===== config.mk =====
export PLATFORM = sky130hd
export DESIGN_NAME = fetch_queue
export DESIGN_NICKNAME = d
export VERILOG_FILES = /design/src/rtl/fetch_queue_pkg.sv /design/src/rtl/fetch_queue_fifo.sv /design/src/rtl/fetch_queue.sv
export SDC_FILE = /design/constraint.sdc
export NUM_CORES = 1
export LEC_CHECK = 0
export CAP_MARGIN = 0
export CORE_ASPECT_RATIO = 1.75
export CORE_MARGIN = 3
export CORE_UTILIZATION = 38
export CTS_BUF_LIST = sky130_fd_sc_hd__clkbuf_4 sky130_fd_sc_hd__clkbuf_8 sky130_fd_sc_hd__clkbuf_16
export CTS_CLUSTER_SIZE = 12
export DETAILED_ROUTE_END_ITERATION = 7
export GPL_TIMING_DRIVEN = 0
export SYNTH_ARGS = -nofsm -noshare
export SYNTH_HDL_FRONTEND = slang
export SYNTH_SLANG_ARGS = --single-unit

===== constraint.sdc =====
create_clock -name clk -period 2.4 [get_ports clk]
set_clock_uncertainty 0.1 [all_clocks]
set_input_delay 0.36 -clock clk [delete_from_list [all_inputs] [get_ports clk]]
set_output_delay 0.36 -clock clk [all_outputs]
set_load 0.005 [all_outputs]

===== src/rtl/fetch_queue_pkg.sv =====
// Shared constants and entry layout for the instruction fetch queue.
package fetch_queue_pkg;

  localparam int INST_W = 32;
  localparam int FQ_ADDR_W = 6;
  localparam logic [INST_W-1:0] NOP_INST = 32'h00000013;

  typedef struct packed {
    logic [INST_W-1:0]    inst;
    logic [FQ_ADDR_W-1:0] pc;
  } fq_entry_t;

endpackage


===== src/rtl/fetch_queue_fifo.sv =====
// Small circular FIFO with flush; head entry is read combinationally from the storage flops.
module fq_fifo #(
  parameter int DEPTH = 4,
  parameter int WIDTH = 38
) (
  input  logic                     clk,
  input  logic                     rst,
  input  logic                     push,
  input  logic                     pop,
  input  logic                     flush,
  input  logic [WIDTH-1:0]         wdata,
  output logic [WIDTH-1:0]         rdata,
  output logic [$clog2(DEPTH):0]   count
);

  localparam int PTR_W = $clog2(DEPTH);

  logic [WIDTH-1:0] mem_q [DEPTH];
  logic [PTR_W-1:0] rd_ptr_q, rd_ptr_d;
  logic [PTR_W-1:0] wr_ptr_q, wr_ptr_d;
  logic [PTR_W:0]   count_q, count_d;
  logic             do_push, do_pop;

  always_comb begin
    do_pop   = pop & !flush & (count_q != '0);
    // A full queue still accepts a write when the head leaves in the same cycle.
    do_push  = push & !flush & ((count_q != (PTR_W+1)'(DEPTH)) | do_pop);
    rd_ptr_d = rd_ptr_q;
    wr_ptr_d = wr_ptr_q;
    count_d  = count_q;
    if (flush) begin
      rd_ptr_d = '0;
      wr_ptr_d = '0;
      count_d  = '0;
    end else begin
      if (do_push) wr_ptr_d = wr_ptr_q + 1'b1;
      if (do_pop)  rd_ptr_d = rd_ptr_q + 1'b1;
      count_d = count_q + (PTR_W+1)'(do_push) - (PTR_W+1)'(do_pop);
    end
  end

  always_ff @(posedge clk or posedge rst) begin
    if (rst) begin
      rd_ptr_q <= '0;
      wr_ptr_q <= '0;
      count_q  <= '0;
    end else begin
      rd_ptr_q <= rd_ptr_d;
      wr_ptr_q <= wr_ptr_d;
      count_q  <= count_d;
    end
  end

  always_ff @(posedge clk) begin
    if (do_push) mem_q[wr_ptr_q] <= wdata;
  end

  assign rdata = mem_q[rd_ptr_q];
  assign count = count_q;

endmodule


===== src/rtl/fetch_queue.sv =====
// Fetch stage: owns the fetch PC, queues returned instructions with their PC,
// and hands them to decode over valid/ready; redirect flushes and restarts fetch.
module fetch_queue
  import fetch_queue_pkg::*;
#(
  parameter int               ADDR_W   = FQ_ADDR_W,
  parameter int               DEPTH    = 4,
  parameter logic [ADDR_W-1:0] RESET_PC = '0
) (
  input  logic                      clk,
  input  logic                      rst,
  output logic [ADDR_W-1:0]         imem_addr,
  input  logic [INST_W-1:0]         imem_rdata,
  input  logic                      redirect,
  input  logic [ADDR_W-1:0]         redirect_pc,
  output logic                      out_valid,
  input  logic                      out_ready,
  output logic [INST_W-1:0]         out_inst,
  output logic [ADDR_W-1:0]         out_pc,
  output logic [$clog2(DEPTH):0]    count
);

  localparam int CNT_W = $clog2(DEPTH) + 1;

  typedef struct packed {
    logic [INST_W-1:0] inst;
    logic [ADDR_W-1:0] pc;
  } entry_t;

  logic [ADDR_W-1:0] fetch_pc_q, fetch_pc_d;
  logic              push, pop;
  logic [CNT_W-1:0]  fifo_count;
  entry_t            wr_entry, head;
  logic              empty;

  assign empty = (fifo_count == '0);

  always_comb begin
    out_valid = !empty & !redirect;
    pop       = out_valid & out_ready;
    push      = !redirect & ((fifo_count != CNT_W'(DEPTH)) | pop);
    wr_entry  = '{inst: imem_rdata, pc: fetch_pc_q};
    fetch_pc_d = fetch_pc_q;
    // Masking keeps the PC word-aligned regardless of the low target bits.
    if (redirect)  fetch_pc_d = redirect_pc & ~ADDR_W'(3);
    else if (push) fetch_pc_d = fetch_pc_q + ADDR_W'(4);
  end

  always_ff @(posedge clk or posedge rst) begin
    if (rst) fetch_pc_q <= RESET_PC;
    else     fetch_pc_q <= fetch_pc_d;
  end

  fq_fifo #(
    .DEPTH (DEPTH),
    .WIDTH (INST_W + ADDR_W)
  ) u_fifo (
    .clk   (clk),
    .rst   (rst),
    .push  (push),
    .pop   (pop),
    .flush (redirect),
    .wdata (wr_entry),
    .rdata (head),
    .count (fifo_count)
  );

  // Stale storage is hidden whenever the queue is empty.
  assign out_inst  = empty ? NOP_INST : head.inst;
  assign out_pc    = empty ? '0 : head.pc;
  assign imem_addr = fetch_pc_q;
  assign count     = fifo_count;

endmodule


==> flow_summary.ini, run 1 <==
[status]
outcome = finished, violations left
violations = negative setup slack

[global_route]
grtUsageTotal = 0.1455
grt_pass1_wl_um = 19140
gr-total-overflow = 0
grt_max_degree = 24
antenna_found_initial = 0
grt_pass1_vias = 3501

[finish]
num-fill-cells = 1261
drive_gt1_frac = 0.3942
area_growth_pct = 35.90
finalNonFillerCells = 635
fin_area_sq_um = 8356
fin_nets = 486
diodes = 0
post-route-util = 0.5351

[routing]
wl_per_cell_um = 18.69
ant_nets = 0
drt_iter0_drc = 135
avgViaCountPerCell = 4.978
dr_total_vias = 3161
remaining_drc_errors = 0
routed_wl_um = 11870
drt-pass1-iter-count = 6

[logic_synthesis]
ys_ff_latch = 155
synth_area_sq_um = 6148
synthFlopType = edfxtp_1
postSynthCellCount = 299
synth_most_common_cell = edfxtp_1
syn_avg_cell_area_sq_um = 20.56
yosysTopAreaCellShare = 0.7033
async_flop_share = 0.07097
seq_area_frac_synth = 0.7481
yosys.area.top_type = edfxtp_1
synth.distinct_cells = 30
ys_warn_count = 0
synth.area.top_cells = edfxtp_1 70%, mux4_2 13%, dfrtp_1 4.5%
synth_common_cells = 144 x edfxtp_1, 36 x mux4_2, 36 x nor2b_1, 11 x dfrtp_1, 9 x nor2_1
synth-edff-count = 144

[place]
place_area_sq_um = 7308
hpwl_um = 7554
gp_congestion = 0.7064
place_inst = 575
io_buffers = 83

[power]
irDropWorstVdd_mv = 0.5876
total_leakage_power_uw = 0.003010
power_density_nw_per_um2 = 1172

[floorplan]
coreArea_sq_um = 15620
io_pins = 90
die_w_um = 102.2
die_area_sq_um = 17800
die_h_um = 174.3
core.rowCount = 60
initial_utilization = 0.3938

[worst_setup_path]
r2r_cells = 9
path_class = reg2out
cp.required_ns = 1.94
reg2reg_from = u_fifo.count[1]$_DFF_PP0_
critical_path.startpoint_type = flop
critPathArrivalTime_ns = 1.95
worstPathMaxFanout = 8
end_kind = primary output
r2r-end = u_fifo.count[2]$_DFF_PP0_
r2r_setup_slack_ns = 0.21

[sta]
maxSlewViolCount = 0
rsz0062_at_grt = yes
setup_viol = 5
hold_violations = 0
setup_slack_ns = -0.01408
fin_crit_ns = 2.414
max_freq_mhz = 414.2
fin_crit_sh = 1.006
tns_ns = -0.03879

[clocking]
cts_tree = done
htreeDepth = 4
clockBufferDepth = 2
clock_sinks = 155
numCtsBuffers = 17
clock_latency_ns = 0.40
cts_root_buffer = clkbuf_16
clk_pin_slew_ns = 0.06

[run]
maxCapViolCount = 0

[min_path]
hold_path.class = in2async
[worst max path at each step]
stage / to / start / slack, ns
2_1_floorplan: u_fifo.mem_q[0][10]$_DFFE_PP_ / u_fifo.count[1]$_DFF_PP0_ / 0.12
3_3_place_gp: u_fifo.mem_q[3][26]$_DFFE_PP_ / out_ready / -1.07
3_5_place_dp: u_fifo.count[2]$_DFF_PP0_ / redirect / -0.64
4_1_cts: out_inst[9] / u_fifo.rd_ptr_q[0]$_DFFE_PP0P_ / -0.16
5_1_grt: out_pc[3] / u_fifo.rd_ptr_q[0]$_DFFE_PP0P_ / -0.08
6_report: out_pc[3] / u_fifo.rd_ptr_q[0]$_DFFE_PP0P_ / -0.01
[stage by stage]
stage | total power, uW | worst slack (ns) | hold slack (ns)
after CTS | 9800 | -0.1572 | 0.1484
after global placement | 6365 | -1.067 | 0.4602
after detailed placement | 6456 | -0.6417 | 0.4915
after global routing | 10330 | -0.08181 | 0.1745
final | 9796 | -0.01408 | 0.1478
after floorplan | 4985 | 0.1198 | 0.1124
[cells in the final DEF (no fill, tap or decap), types with 3 or more instances in the layout]
| master | Yosys | layout |
|---|---|---|
| dfrtp_2 | 0 | 3 |
| dlygate4sd2_1 | 0 | 6 |
| buf_6 | 2 | 20 |
| clkdlybuf4s50_1 | 0 | 45 |
| bufinv_16 | 0 | 4 |
| mux4_2 | 36 | 36 |
| xor2_1 | 4 | 4 |
| clkbuf_2 | 0 | 9 |
| ha_1 | 7 | 7 |
| inv_6 | 0 | 3 |
| buf_2 | 5 | 19 |
| clkbuf_16 | 0 | 17 |
| or2_4 | 0 | 3 |
| inv_1 | 6 | 6 |
| clkinv_4 | 0 | 3 |
| buf_8 | 0 | 4 |
| conb_1 | 1 | 4 |
| nand2_1 | 3 | 3 |
| nor2_1 | 9 | 9 |
| buf_12 | 0 | 9 |
| nor2b_1 | 36 | 18 |
| edfxtp_1 | 144 | 144 |
| dfrtp_1 | 11 | 8 |
| and2_2 | 0 | 4 |
| nor2b_4 | 0 | 18 |
| buf_4 | 5 | 16 |
[cell type report]
class	instances	area [sq um]	area share
plain buffers	15	171.4	0.02052
clock buffers	19	440.4	0.05271
clock inverters	13	191.4	0.02291
inverters	6	22.52	0.002695
multi-input cells	124	1587	0.1899
flip-flops and latches	155	4603	0.5509
well taps	186	232.7	0.02785
repair buffers	117	1107	0.1325
[per-layer routing]
layer | GRT usage | vias up | share of wire
li1 | - | 1443 | -
met1 | 0.1740 | 1637 | 0.38
met2 | 0.2522 | 71 | 0.57
met3 | 0.03293 | 10 | 0.035
met4 | 0.05364 | 0 | 0.015
met5 | 0 | - | 0
[report_power, final]
group | switching (uW) | internal [uW]
sequential | 170 | 3370
clock | 1020 | 1770
combinational | 1470 | 1990
total | 2660 | 7140
[registers in the layout, summed over array words and instances, names as in the netlist]
signal,flops
u_fifo.mem_q,144
imem_addr,4
u_fifo.count,3
u_fifo.rd_ptr_q,2
u_fifo.wr_ptr_q,2
[cells by family (layout without fill, tap and decap cells)]
group / after synthesis / after routing / share of synthesized area
and+or+nand+nor: 62 / 62 / 0.06288
adders and majority gates: 8 / 8 / 0.01750
muxes: 38 / 38 / 0.1351
DFF: 155 / 155 / 0.7481
other: 1 / 4 / 0.0006099
buffers and inverters: 23 / 170 / 0.02055
xor gates and xnor gates: 6 / 6 / 0.008547
AOI/OAI and AO/OA: 6 / 6 / 0.006716
[critical path, cell delays in order, from the launching register on]
cell	delay, ns
dfrtp_2	0.42
buf_12	0.14
buf_12	0.13
buf_6	0.09
mux4_2	0.49
nor2b_4	0.14
buf_2	0.12
[timing repair]
action / 4_1_cts / 5_1_grt
setup endpoints to repair: 100 / 126
endpoints found under the hold margin: 0 / 0
resized for setup: 173 / 42
pin swaps: 1 / 2
gates cloned: 2 / 0
setup buffers: 25 / 7
hold buffers: 0 / 0
(Power assumes the default switching activity.)
==> run 2, diff against run 1 <==
--- a/constraint.sdc
+++ b/constraint.sdc
@@ -4,2 +4,2 @@
 set_output_delay 0.36 -clock clk [all_outputs]
-set_load 0.005 [all_outputs]
+set_load 0.05 [all_outputs]
==> run 2 against run 1 <==
Compared with the run above: the run still ends with negative setup slack left; via count decreased by 0.98%; clock power decreased by 14%; count of clock-buffer cells in the layout decreased by 1; combinational power increased by 41%; sequential share of layout area increased by 1.7 points; sequential power about the same; die area unchanged; flip-flop and latch count unchanged; total power increased by 11%; hold slack improved by 0.058 ns; worst setup slack got worse by 0.028 ns; largest cell class unchanged.
==> flow_summary.ini, run 2 (synthesized netlist as in run 1, its figures left out) <==
[worst_setup_path]
r2r_cells = 9
worstPathMaxFanout = 7
critPathArrivalTime_ns = 1.98
critical_path.startpoint_type = flop
path_class = reg2out
end_kind = primary output
cp.required_ns = 1.94
r2r_setup_slack_ns = 0.18

[finish]
area_growth_pct = 31.69
drive_gt1_frac = 0.3535
top_register = u_fifo.mem_q
post-route-util = 0.5185
layout_commonest_cell = edfxtp_1
num-fill-cells = 1314
fin_nets = 467
final-seq-area_sq_um = 4602
multiInputGateArea_sq_um = 1476
mostFrequentLayoutCells = 144 x edfxtp_1, 45 x clkdlybuf4s50_1, 36 x mux4_2, 32 x buf_6, 30 x nor2b_1
finalNonFillerCells = 616
largest_reg_flops = 144
diodes = 0

[power]
pwr-share-seq = 0.326
power_density_nw_per_um2 = 1340
comb_power_share = 0.450
total_leakage_power_uw = 0.002803
swShare = 0.3789
p_sw_uw = 4112
irDropWorstVdd_mv = 0.6706
clock_power_share = 0.223
cellInternalPower_uw = 6739

[sta]
setup_slack_ns = -0.04172
rsz0062_at_grt = yes
maxSlewViolCount = 0
max_freq_mhz = 409.5
hold_violations = 0
fin_crit_ns = 2.442
worst_pin_slew_ns = 0.6073
max_slew_margin = 0.5952
fin_crit_sh = 1.017
setup_viol = 10
tns_ns = -0.1026

[place]
hpwl_um = 7266
place_inst = 571
io_buffers = 83
gp_congestion = 0.7281

[floorplan]
core.rowCount = 60
die_w_um = 102.2
coreArea_sq_um = 15620
die_h_um = 174.3
initial_utilization = 0.3938
die_area_sq_um = 17800
io_pins = 90

[routing]
ant_nets = 0
remaining_drc_errors = 0
drt-pass1-iter-count = 4
routed_wl_um = 12120
wl_per_cell_um = 19.68
dr_total_vias = 3130
avgViaCountPerCell = 5.081
drt_iter0_drc = 129

[global_route]
grt_pass1_wl_um = 18470
grt_pass1_vias = 3312
grtUsageTotal = 0.1437
grt_max_degree = 37
antenna_found_initial = 0
gr-total-overflow = 0

[status]
outcome = finished, violations left
violations = negative setup slack

[clocking]
clock_latency_ns = 0.41
htreeDepth = 4
clock_sinks = 155
clk_pin_slew_ns = 0.06
cts_root_buffer = clkbuf_16
clockBufferDepth = 2
cts_hold_buf = 0
numCtsBuffers = 17
cts_tree = done

[min_path]
hold_path.class = in2async

[run]
maxCapViolCount = 0
[run 2: layer usage]
metal  up-vias  share of wire  track usage  routed length [um]
li1       1417              -            -                   -
met1      1627           0.37       0.1600                4485
met2        68           0.57       0.2524                6925
met3        18          0.037      0.03735                 453
met4         0          0.021      0.06349                 259
met5         -              0            0                   0
[run 2: stage by stage]
step	setup slack [ns]	power (uW)	hold WS [ns]	cell area, sq um
2_1_floorplan	0.02311	6479	0.1124	6166
3_5_place_dp	-0.7558	7916	0.4905	7229
6_report	-0.04172	10850	0.2054	8097
3_3_place_gp	-0.7485	7873	0.4615	7229
5_1_grt	-0.1175	11320	0.2315	8097
4_1_cts	-0.08214	10610	0.2129	7883
[run 2: power groups by stage]
stage          registers [uW]  logic [uW]  clock network [uW]
3_3_place_gp             3570        4300                   0
4_1_cts                  3540        4580                2490
5_1_grt                  3580        5140                2600
2_1_floorplan            3670        2810                   0
6_report                 3540        4890                2420
3_5_place_dp             3590        4320                   0
[run 2: final cells by class]
class,count,share of cell area
clock buffers,18,0.05347
well taps,186,0.02874
multi-input cells,124,0.1824
plain buffers,16,0.02133
flip-flops and latches,155,0.5684
repair buffers,97,0.1293
clock inverters,14,0.01360
inverters,6,0.002782
[run 2: worst max-delay path: stages, from the launching register on]
cell	delay (ns)
dfrtp_2	0.42
buf_12	0.17
buf_6	0.10
mux4_2	0.49
or2_4	0.25
buf_8	0.15
[run 2: worst paths after layout]
kind	end	startpoint
max	out_inst[0]	u_fifo.rd_ptr_q[0]$_DFFE_PP0P_
min	u_fifo.rd_ptr_q[1]$_DFFE_PP0P_	rst
max reg2reg	u_fifo.count[2]$_DFF_PP0_	u_fifo.count[0]$_DFF_PP0_
min reg2reg	u_fifo.mem_q[3][5]$_DFFE_PP_	imem_addr[5]$_DFFE_PP0N_
max in group asynchronous	u_fifo.rd_ptr_q[0]$_DFFE_PP0P_	rst
min in group clk	u_fifo.count[0]$_DFF_PP0_	redirect
[run 2: timing repair]
item,CTS,global route
pin swaps,1,1
setup buffers,5,5
resized for setup,259,43
gates cloned,1,3
endpoints found under the setup margin,147,39
